$ cat src/rtl/key_event_decoder.sv
// key_event_decoder
//   Classifies debounced activity on four keys into SHORT, LONG and DOUBLE
//   click events. It arbitrates the events into a 4-entry FIFO and presents
//   them on a valid/ready interface.
//
// Ports
//   clk        system clock
//   rst_n      synchronous reset, active-high (1 = reset) despite the name
//   key_flag   per-key one-cycle pulse when a debounced edge is confirmed
//   key_state  per-key debounced level (0 = pressed, 1 = released)
//   ev_valid   FIFO holds at least one event
//   ev_ready   consumer accepts the head entry
//   ev_key     key index of the head entry
//   ev_type    head event type (1 = SHORT, 2 = LONG, 3 = DOUBLE)
//   overflow   sticky flag: an event was overwritten before it was queued
//
// Per-key FSM states
//   state    | meaning
//   S_IDLE   | key released, no activity pending
//   S_PRESS  | first press held, counting ticks toward LONG
//   S_HOLD   | LONG already issued, waiting for release
//   S_WAIT   | short release seen, double-click window running
//   S_PRESS2 | second press inside the window, DOUBLE on release
module key_event_decoder #(
  parameter int TICK_DIV = 50000,
  parameter int LONG_MS  = 1000,
  parameter int DBL_MS   = 300
) (
  input  logic       clk,
  input  logic       rst_n,
  input  logic [3:0] key_flag,
  input  logic [3:0] key_state,
  output logic       ev_valid,
  input  logic       ev_ready,
  output logic [1:0] ev_key,
  output logic [1:0] ev_type,
  output logic       overflow
);

  localparam int PRE_W   = (TICK_DIV > 1) ? $clog2(TICK_DIV) : 1;
  localparam int CNT_MAX = (LONG_MS > DBL_MS) ? LONG_MS : DBL_MS;
  localparam int CNT_W   = $clog2(CNT_MAX + 1);

  localparam logic [1:0] EV_SHORT  = 2'd1;
  localparam logic [1:0] EV_LONG   = 2'd2;
  localparam logic [1:0] EV_DOUBLE = 2'd3;

  typedef enum logic [2:0] {S_IDLE, S_PRESS, S_HOLD, S_WAIT, S_PRESS2} state_t;

  // timebase
  logic [PRE_W-1:0] pre_cnt;
  logic             tick;

  assign tick = (pre_cnt == PRE_W'(TICK_DIV - 1));

  always_ff @(posedge clk) begin
    if (rst_n)     pre_cnt <= '0;
    else if (tick) pre_cnt <= '0;
    else           pre_cnt <= pre_cnt + 1'b1;
  end

  // per-key FSMs
  logic [3:0]       prs, rel;
  state_t           state [4];
  state_t           state_nxt [4];
  logic [CNT_W-1:0] cnt [4];
  logic [CNT_W-1:0] cnt_nxt [4];
  logic [3:0]       emit;
  logic [1:0]       emit_type [4];

  assign prs = key_flag & ~key_state;
  assign rel = key_flag &  key_state;

  always_ff @(posedge clk) begin
    for (int i = 0; i < 4; i++) begin
      if (rst_n) begin
        state[i] <= S_IDLE;
        cnt[i]   <= '0;
      end else begin
        state[i] <= state_nxt[i];
        cnt[i]   <= cnt_nxt[i];
      end
    end
  end

  always_comb begin
    for (int i = 0; i < 4; i++) begin
      state_nxt[i] = state[i];
      cnt_nxt[i]   = cnt[i];
      case (state[i])
        S_IDLE: begin
          if (prs[i]) begin
            state_nxt[i] = S_PRESS;
            cnt_nxt[i]   = '0;
          end
        end
        S_PRESS: begin
          // release takes priority over a coincident long expiry
          if (rel[i]) begin
            state_nxt[i] = S_WAIT;
            cnt_nxt[i]   = '0;
          end else if (tick) begin
            if (cnt[i] == CNT_W'(LONG_MS - 1)) state_nxt[i] = S_HOLD;
            else if (cnt[i] != '1)             cnt_nxt[i]   = cnt[i] + 1'b1;
          end
        end
        S_HOLD: begin
          if (rel[i]) state_nxt[i] = S_IDLE;
        end
        S_WAIT: begin
          // a second press takes priority over a coincident window timeout
          if (prs[i]) begin
            state_nxt[i] = S_PRESS2;
          end else if (tick) begin
            if (cnt[i] == CNT_W'(DBL_MS - 1)) state_nxt[i] = S_IDLE;
            else if (cnt[i] != '1)            cnt_nxt[i]   = cnt[i] + 1'b1;
          end
        end
        S_PRESS2: begin
          if (rel[i]) state_nxt[i] = S_IDLE;
        end
        default: state_nxt[i] = S_IDLE;
      endcase
    end
  end

  always_comb begin
    for (int i = 0; i < 4; i++) begin
      emit[i]      = 1'b0;
      emit_type[i] = 2'd0;
      case (state[i])
        S_PRESS: begin
          if (!rel[i] && tick && cnt[i] == CNT_W'(LONG_MS - 1)) begin
            emit[i]      = 1'b1;
            emit_type[i] = EV_LONG;
          end
        end
        S_WAIT: begin
          if (!prs[i] && tick && cnt[i] == CNT_W'(DBL_MS - 1)) begin
            emit[i]      = 1'b1;
            emit_type[i] = EV_SHORT;
          end
        end
        S_PRESS2: begin
          if (rel[i]) begin
            emit[i]      = 1'b1;
            emit_type[i] = EV_DOUBLE;
          end
        end
        default: ;
      endcase
    end
  end

  // pending slots and arbiter
  logic [3:0] slot_valid;
  logic [1:0] slot_type [4];
  logic [1:0] grant;
  logic       push, pop;
  logic [2:0] fifo_cnt;

  always_comb begin
    grant = 2'd0;
    for (int i = 3; i >= 0; i--) begin
      if (slot_valid[i]) grant = 2'(i);
    end
  end

  assign push = (|slot_valid) && (fifo_cnt < 3'd4);

  always_ff @(posedge clk) begin
    if (rst_n) begin
      slot_valid <= '0;
      overflow   <= 1'b0;
      for (int i = 0; i < 4; i++) slot_type[i] <= 2'd0;
    end else begin
      for (int i = 0; i < 4; i++) begin
        if (emit[i]) begin
          slot_valid[i] <= 1'b1;
          slot_type[i]  <= emit_type[i];
          // draining in the same cycle frees the slot, so nothing is lost
          if (slot_valid[i] && !(push && grant == 2'(i))) overflow <= 1'b1;
        end else if (push && grant == 2'(i)) begin
          slot_valid[i] <= 1'b0;
        end
      end
    end
  end

  // event FIFO, entry = {key, type}
  logic [3:0] fifo_mem [4];
  logic [1:0] wr_ptr, rd_ptr;

  assign ev_valid = (fifo_cnt != 3'd0);
  assign pop      = ev_valid & ev_ready;
  assign ev_key   = fifo_mem[rd_ptr][3:2];
  assign ev_type  = fifo_mem[rd_ptr][1:0];

  always_ff @(posedge clk) begin
    if (rst_n) begin
      wr_ptr   <= 2'd0;
      rd_ptr   <= 2'd0;
      fifo_cnt <= 3'd0;
      for (int i = 0; i < 4; i++) fifo_mem[i] <= 4'd0;
    end else begin
      if (push) begin
        fifo_mem[wr_ptr] <= {grant, slot_type[grant]};
        wr_ptr           <= wr_ptr + 1'b1;
      end
      if (pop) rd_ptr <= rd_ptr + 1'b1;
      case ({push, pop})
        2'b10:   fifo_cnt <= fifo_cnt + 1'b1;
        2'b01:   fifo_cnt <= fifo_cnt - 1'b1;
        default: ;
      endcase
    end
  end

endmodule

$ cat config.mk
export PLATFORM = sky130hd
export DESIGN_NAME = key_event_decoder
export DESIGN_NICKNAME = d
export VERILOG_FILES = /design/src/rtl/key_event_decoder.sv
export SDC_FILE = /design/constraint.sdc
export NUM_CORES = 1
export LEC_CHECK = 0
export ABC_AREA = 1
export CAP_MARGIN = 20
export CORE_AREA = 5 5 128 130
export CTS_BUF_LIST = sky130_fd_sc_hd__clkbuf_8
export DETAILED_ROUTE_END_ITERATION = 10
export DIE_AREA = 0 0 133 135
export PLACE_DENSITY = 0.58
export SYNTH_ARGS = -nofsm -noshare
export SYNTH_HDL_FRONTEND = slang
export SYNTH_SLANG_ARGS = --single-unit
$ cat constraint.sdc
create_clock -name clk -period 4.5 [get_ports clk]
set_input_delay 0.9 -clock clk [delete_from_list [all_inputs] [get_ports clk]]
set_output_delay 0.9 -clock clk [all_outputs]
set_load 0.02 [all_outputs]
==> flow_summary.toml, run 1 <==
[final_layout]
num-nets-final = 1045
fin_area_um2 = 7110
final_cell_mix = "nand2_1, nor2_1, inv_1, nand3_1, dfxtp_1"
drive_above_1_share_pct = 6.78
areaGrowthSynthToFinish_pct = 7.55
insertedDiodeCount = 0
layout_commonest_cell = "nand2_1"
utilization_pct = 47.3

[critical_path]
critPathMaxFanout = 9
crit_chain = "inv_1 -> o21ai_0 -> o22ai_1 -> clkdlybuf4s50_1"
crit_family = "buffers and inverters"
end_kind = "output pin"
cp.required_ns = 3.60
arrival_ns = 1.86
timing.rr.end = "cnt[2][4]"
reg2reg_from = "pre_cnt[0]"
critPathKind = "register to output pin"
r2r_cells = 10
rrSetupSlack_ns = 2.31
critical_path.max_stage_delay_ns = 0.54
startpoint_type = "register"
crit_buf_inv = 2
slowest_stage = "clkdlybuf4s50_1"

[power_and_ir_drop]
p_switching_mw = 1.03
seq_power_share_pct = 43.8
power_density_nw_per_um2 = 365
pwr-share-comb_pct = 33.4
irDropWorstVdd_mv = 0.156
clkPwrFrac_pct = 22.8
leakage_nw = 3.15
switching_share_pct = 39.6
cellInternalPower_mw = 1.57

[cts]
cts.sinks = 106
clkTransAtPathRegs_ns = 0.10
htreeDepth = 3
ctsResizeCount = 0
cts_root_buf = "clkbuf_8"
cts_tree = "yes"
clkLatencyLatePin_ns = 0.37
cts-buffers-inserted = 9
cts_hold_buf = 0
clockBufferDepth = 2
post_cts_buffers = 0

[detailed_routing]
wl_per_cell_um = 11.9
routed_via_density = 4.93
ant_nets = 0
drtIter0Drc = 353
drc = 0
route.vias.total = 6017
wl_um = 14500
drt-pass1-iter-count = 6

[floorplan]
die-width_um = 133
rows = 45
num_io_pins = 17
die_area_um2 = 18000
start_util_pct = 44.0
fp.dieH_um = 135
core-area_um2 = 15000

[timing]
finalCritPeriodShare_pct = 61.2
setup_tns_ns = 0
clock.fmax_ghz = 0.363
fin_crit_ns = 2.76
slew_viol_final = 0
setup_viol = 0
tightest_slew_ns = 0.765
rsz0062_at_grt = "no"
relSlewSlack_pct = 48.6
finClkSkew_ns = 0.00409
finalHoldViolations = 0

[synthesis]
synth.avg_cell_area_um2 = 6.50
syn_nets = 1035
synthFlopType = "dfxtp_1"
syn_area_um2 = 6620
synth_cell_type_count = 40
synth_edf_count = 24
synth_warnings = 0
synth-seq-area-share_pct = 35.7
ys_seq_elements = 106
syn_inst = 1017
async_flop_share_pct = 0

[global_route]
grt_pass1_vias = 5419
antenna_found_initial = 0
grt_first_pass_wirelength_um = 25400
grt_max_degree = 47
grt.total_usage_pct = 16.8
overflow = 0

[placement]
io_buffers = 16
post_dp_cell_area_um2 = 6920
dp_hpwl_um = 10600
gp_congestion = 0.894

[worst_hold_path]
min_path_cells = 1
hold_end = "pre_cnt[0]"
min_from = "pre_cnt[0]"
hold_class = "register to register"

[run]
drv_cap = 0

[outcome]
status = "finished, final reports clean"
[routing by layer]
| metal | routed length [um] | GRT usage (%) | up-vias | part of all wire [%] |
|---|---|---|---|---|
| met5 | 0 | 0 | - | 0 |
| met4 | 187 | 5.20 | 0 | 1.3 |
| met3 | 416 | 2.27 | 11 | 2.9 |
| met2 | 6510 | 27.7 | 81 | 45 |
| met1 | 7420 | 23.0 | 2635 | 51 |
| li1 | - | - | 3290 | - |
[per-stage QoR]
stage	cells	setup WS [ns]	power, mW	hold slack (ns)
after floorplan	1017	2.36	1.87	0.418
after global placement	1204	1.66	2.03	0.431
after detailed placement	1204	1.61	2.03	0.439
after CTS	1220	1.69	2.63	0.463
after global routing	1220	1.56	2.81	0.505
final	1220	1.74	2.60	0.457
[registers in the layout (all words and copies together), names as in the netlist, named ones only]
| register | cells |
|---|---|
| state | 12 |
| wr_ptr | 2 |
| pre_cnt | 16 |
| cnt | 40 |
| slot_valid | 4 |
| slot_type | 8 |
| rd_ptr | 2 |
| fifo_mem | 16 |
| fifo_cnt | 3 |
| overflow | 1 |
[power groups by stage]
stage	combinational (mW)	sequential [mW]	clock [mW]
after floorplan	0.746	1.12	0
after global placement	0.871	1.16	0
after detailed placement	0.870	1.16	0
after CTS	0.872	1.14	0.621
after global routing	0.995	1.15	0.661
final	0.868	1.14	0.592
[how the worst max path moves through the flow]
stage / startpoint / end / slack [ns] / cells past startpoint
after global routing: register / ev_key[0] / 1.56 / 4
after CTS: register / ev_type[0] / 1.69 / 4
after global placement: key_flag[2] / cnt[2][2] / 1.66 / 10
final: register / ev_type[0] / 1.74 / 4
after floorplan: ev_ready / fifo_cnt[2] / 2.36 / 9
after detailed placement: key_state[2] / cnt[2][8] / 1.61 / 10
[cells in the mapped netlist, types with 5 or more instances]
master | n | area share [%]
nor2_4 | 6 | 1.0
dfxtp_1 | 82 | 25
nor2_1 | 134 | 7.6
inv_2 | 8 | 0.45
or2_2 | 6 | 0.57
edfxtp_1 | 24 | 11
nand2_2 | 10 | 0.95
nor2_2 | 9 | 0.85
ha_1 | 6 | 1.1
inv_1 | 120 | 6.8
o211a_1 | 10 | 1.5
xor2_1 | 13 | 1.7
nand4_1 | 16 | 1.5
clkbuf_1 | 11 | 0.62
nand3_1 | 87 | 6.6
o21ai_1 | 5 | 0.38
a21oi_1 | 76 | 5.7
nor3_1 | 8 | 0.61
nand2_1 | 299 | 17
o21ai_0 | 45 | 3.4
[cell families (layout without fill, tap and decap cells)]
| family | Yosys count | after routing | share of synthesized area (%) |
|---|---|---|---|
| XOR/XNOR | 14 | 14 | 1.85 |
| AO/OA/AOI/OAI | 146 | 146 | 12.3 |
| AND/OR/NAND/NOR | 593 | 593 | 39.7 |
| buffers and inverters | 151 | 166 | 9.06 |
| adder cells (fa/ha/maj) | 7 | 7 | 1.44 |
| flip-flops | 106 | 106 | 35.7 |
[layout make-up]
cell class / instances / area (um2)
flip-flops and latches: 106 / 2360
repair buffers: 18 / 170
well taps: 188 / 235
fillers: 1565 / 7920
inverters: 132 / 498
clock buffers: 10 / 138
multi-input cells: 760 / 3650
clock inverters: 6 / 57.6
(Power assumes the default switching activity.)
==> inputs of run 2 (changes only) <==
- PLACE_DENSITY: 0.58 -> 0.6
- clock period: 4.5 -> 2.3 ns (I/O delays scaled with it)
==> flow_summary.toml, run 2 (same netlist as run 1, synthesis figures left out) <==
[timing]
fin_crit_ns = 2.06
setup_tns_ns = 0
relSlewSlack_pct = 48.8
clock.fmax_ghz = 0.485
fin_ws_ns = 0.237
finalHoldViolations = 0
finClkSkew_ns = 0.0142
tightest_slew_ns = 0.763
finalCritPeriodShare_pct = 89.7
rsz0062_at_grt = "no"
setup_viol = 0
slew_viol_final = 0

[critical_path]
cp.required_ns = 1.84
end_kind = "output pin"
startpoint_type = "register"
critPathKind = "register to output pin"
crit_chain = "inv_1 -> nand3_1 -> clkdlybuf4s50_1"
critPathMaxFanout = 6
critical_path.max_stage_delay_ns = 0.62
slowest_stage = "clkdlybuf4s50_1"
arrival_ns = 1.60

[cts]
cts.sinks = 106
cts-buffers-inserted = 9
clockBufferDepth = 2
post_cts_buffers = 0
cts_root_buf = "clkbuf_8"
htreeDepth = 3
clkTransAtPathRegs_ns = 0.10
cts_tree = "yes"
clkLatencyLatePin_ns = 0.38

[final_layout]
n_fill_cell = 1509
largest_reg_flops = 40
top_regs = "cnt x40, fifo_mem x16, pre_cnt x16"
insertedDiodeCount = 0
num-nets-final = 1059
regMostFlops = "cnt"
seqCellArea_um2 = 2360
layout_commonest_cell = "nand2_1"
areaGrowthSynthToFinish_pct = 9.65
final_cell_mix = "nand2_1, nor2_1, inv_1, nand3_1, dfxtp_1"
drive_above_1_share_pct = 8.41
multi_input_area_um2 = 3650

[power_and_ir_drop]
irDropWorstVdd_mv = 0.357
power_density_nw_per_um2 = 731
leakage_nw = 3.27

[detailed_routing]
wl_per_cell_um = 12.0
drtIter0Drc = 381
routed_via_density = 5.02
drc = 0
drt-pass1-iter-count = 5
route.vias.total = 6190
wl_um = 14800
ant_nets = 0

[placement]
post-place-ws_ns = 0.0888
io_buffers = 16
gp_congestion = 0.870
dp_hpwl_um = 11100

[floorplan]
num_io_pins = 17
fp.dieH_um = 135
rows = 45
die_area_um2 = 18000
start_util_pct = 44.0
core-area_um2 = 15000
die-width_um = 133

[outcome]
status = "finished, final reports clean"

[run]
drv_cap = 0

[global_route]
grt_pass1_vias = 5598
grt.total_usage_pct = 16.7
grt_max_degree = 37
overflow = 0
antenna_found_initial = 0
grt_first_pass_wirelength_um = 25200

[worst_hold_path]
hold_class = "input port to register"
run 2: cell count changes in the layout (fill, tap and decap cells not counted), sizes merged:
cell,delta
buf,+14
clkbuf,-1
clkdlybuf4s50,-4
clkinv,-3
dlymetal6s2s,+4
inv,+4
run 2: layout make-up:
type	instances	area share (%)
multi-input combinational	760	50.4
sequential	106	32.6
inverter	132	6.87
timing repair buffer	32	4.11
tap	188	3.24
clock buffer	9	1.71
clock inverter	7	1.12
run 2: report_power, final:
group	total (mW)	internal (mW)	switching, mW
logic	1.85	0.616	1.23
clock network	1.24	0.524	0.713
registers	2.22	2.05	0.172
run 2: worst paths after layout:
| check | from | slack [ns] | end | cells after the start |
|---|---|---|---|---|
| max | fifo_cnt[2] | 0.24 | ev_valid | 3 |
| min | rst_n | 0.44 | fifo_cnt[1] | 2 |
| max reg2reg | slot_valid[0] | 0.24 | fifo_cnt[2] | 10 |
| min reg2reg | pre_cnt[0] | 0.47 | pre_cnt[0] | 1 |
run 2: stage by stage:
step	total power [mW]	instances	utilization, %	area [um2]	hold slack (ns)
3_5_place_dp	4.12	1218	46.8	7040	0.450
3_3_place_gp	4.13	1218	46.8	7040	0.430
2_1_floorplan	3.66	1017	-	6620	0.418
5_1_grt	5.70	1234	48.2	7250	0.439
4_1_cts	5.36	1234	48.2	7240	0.419
6_report	5.31	1234	48.2	7250	0.436
run 2: worst max-delay path, delay by kind of cell (launching register included):
family | cells | cell delay [ns]
flops | 1 | 0.36
buf+inv | 2 | 0.73
simple gates | 1 | 0.14
run 2: metal layers:
| metal | vias up | track usage (%) | routed length [um] |
|---|---|---|---|
| met5 | - | 0 | 0 |
| met4 | 0 | 5.31 | 196 |
| met3 | 13 | 2.20 | 499 |
| met2 | 102 | 27.8 | 6710 |
| met1 | 2759 | 22.6 | 7360 |
| li1 | 3316 | - | - |
run 2: repair_timing:
item | 4_1_cts | 5_1_grt
endpoints found under the setup margin | 4 | 4
pin swaps | 0 | 0
hold buffers | 0 | 0
resized for setup | 1 | 4
==> inputs of run 3 (changes only) <==
--- a/config.mk
+++ b/config.mk
@@ -11,2 +11,3 @@
 export CTS_BUF_LIST = sky130_fd_sc_hd__clkbuf_8
+export CTS_CLUSTER_DIAMETER = 30
 export DETAILED_ROUTE_END_ITERATION = 10
==> constraint.sdc (replaced) <==
create_clock -name clk -period 2.3 [get_ports clk]
set_input_delay 0.23 -clock clk [delete_from_list [all_inputs] [get_ports clk]]
set_output_delay 0.23 -clock clk [all_outputs]
set_load 0.02 [all_outputs]
==> flow_summary.toml, run 3 (same netlist as run 1, synthesis figures left out) <==
[floorplan]
fp.dieH_um = 135
num_io_pins = 17
die-width_um = 133
die_area_um2 = 18000
rows = 45
start_util_pct = 44.0
core-area_um2 = 15000

[critical_path]
r2r_cells = 10
cp.required_ns = 2.07
cp_num_cells = 4
timing.rr.end = "cnt[2][2]"
slowest_stage = "clkdlybuf4s50_1"
cp-endpoint = "ev_type[1]"
rrSetupSlack_ns = 0.26
end_kind = "output pin"
crit_buf_inv = 2
crit_chain = "inv_1 -> o21ai_0 -> o22ai_1 -> clkdlybuf4s50_1"
crit_family = "buffers and inverters"
arrival_ns = 1.89
critPathMaxFanout = 9
reg2reg_from = "pre_cnt[0]"
startpoint_type = "register"
critPathKind = "register to output pin"
critical_path.max_stage_delay_ns = 0.54

[power_and_ir_drop]
irDropWorstVdd_mv = 0.272
power.total_mw = 5.22
leakage_nw = 3.21
power_density_nw_per_um2 = 724

[placement]
post_dp_cell_area_um2 = 7000
io_buffers = 16
placedCellCount = 1215
post-place-ws_ns = 0.190
gp_congestion = 0.880
dp_hpwl_um = 10900

[final_layout]
final_cell_mix = "nand2_1, nor2_1, inv_1, nand3_1, dfxtp_1"
largest_reg_flops = 40
drive_above_1_share_pct = 8.05
fin_area_um2 = 7210
regMostFlops = "cnt"
layout_commonest_cell = "nand2_1"
areaGrowthSynthToFinish_pct = 9.00
final_cell_count_no_fill = 1231
n_fill_cell = 1533
top_regs = "cnt x40, fifo_mem x16, pre_cnt x16"
utilization_pct = 48.0
num-nets-final = 1056
insertedDiodeCount = 0

[timing]
fin_ws_ns = 0.179
setup_tns_ns = 0
setup_viol = 0
tightest_slew_ns = 0.770
slew_viol_final = 0
clock.fmax_ghz = 0.471
finClkSkew_ns = 0.00976
finalCritPeriodShare_pct = 92.2
hold_ws_ns = 0.272
rsz0062_at_grt = "no"
relSlewSlack_pct = 48.3
finalHoldViolations = 0
fin_crit_ns = 2.12

[detailed_routing]
drt-pass1-iter-count = 5
ant_nets = 0
route.vias.total = 6132
drtIter0Drc = 451
routed_via_density = 4.98
wl_per_cell_um = 11.8
wl_um = 14600
drc = 0

[cts]
cts_root_buf = "clkbuf_8"
clkTransAtPathRegs_ns = 0.10
post_cts_buffers = 0
cts_hold_buf = 0
clockBufferDepth = 2
cts_tree = "yes"
cts.sinks = 106
cts-buffers-inserted = 9
htreeDepth = 3
clkLatencyLatePin_ns = 0.38
ctsResizeCount = 0

[global_route]
grt_pass1_vias = 5427
overflow = 0
grt_max_degree = 46
grt.total_usage_pct = 16.5
antenna_found_initial = 0
grt_first_pass_wirelength_um = 25000

[worst_hold_path]
hold_class = "input port to register"
min_path_cells = 4

[outcome]
status = "finished, final reports clean"

[run]
drv_cap = 0
## run 3: cell types whose count changed in the layout (fill, tap and decap cells not counted), moves of 2 or more
| cell | previous run | this run |
|---|---|---|
| buf_4 | 15 | 13 |
| clkdlybuf4s50_1 | 11 | 15 |
| dlymetal6s2s_1 | 4 | 0 |
| inv_6 | 5 | 2 |
## run 3: cell type report
type / instances / area (um2) / area share [%]
multi-input cells: 760 / 3650 / 50.7
flip-flops and latches: 106 / 2360 / 32.8
inverters: 132 / 498 / 6.91
repair buffers: 29 / 253 / 3.51
well taps: 188 / 235 / 3.26
clock buffers: 10 / 138 / 1.91
clock inverters: 6 / 71.3 / 0.989
## run 3: routing by layer
metal  global-route usage (%)  share of wire (%)  routed length, um  vias up
li1                         -                  -                  -     3300
met1                     22.9                 51               7430     2726
met2                     26.7                 45               6580       92
met3                     2.01                2.4                351       14
met4                     5.25                1.5                218        0
met5                        0                  0                  0        -
## run 3: how the worst min path moves through the flow
stage / from / to / slack, ns
detailed placement: pre_cnt[0] / pre_cnt[0] / 0.44
CTS: rst_n / fifo_mem[3][0] / 0.25
finish: rst_n / fifo_mem[3][0] / 0.27
global placement: pre_cnt[0] / pre_cnt[0] / 0.43
floorplan: pre_cnt[0] / pre_cnt[0] / 0.42
global route: rst_n / fifo_mem[3][0] / 0.29
## run 3: worst min-delay path, cell delays in order
cell     delay (ns)
buf_2          0.12
nor2_2         0.06
nand2_1        0.06
inv_1          0.03
## run 3: power breakdown
| part | internal [mW] | total, mW | switching (mW) |
|---|---|---|---|
| combinational | 0.547 | 1.77 | 1.23 |
| sequential | 2.05 | 2.22 | 0.167 |
| clock | 0.547 | 1.23 | 0.680 |
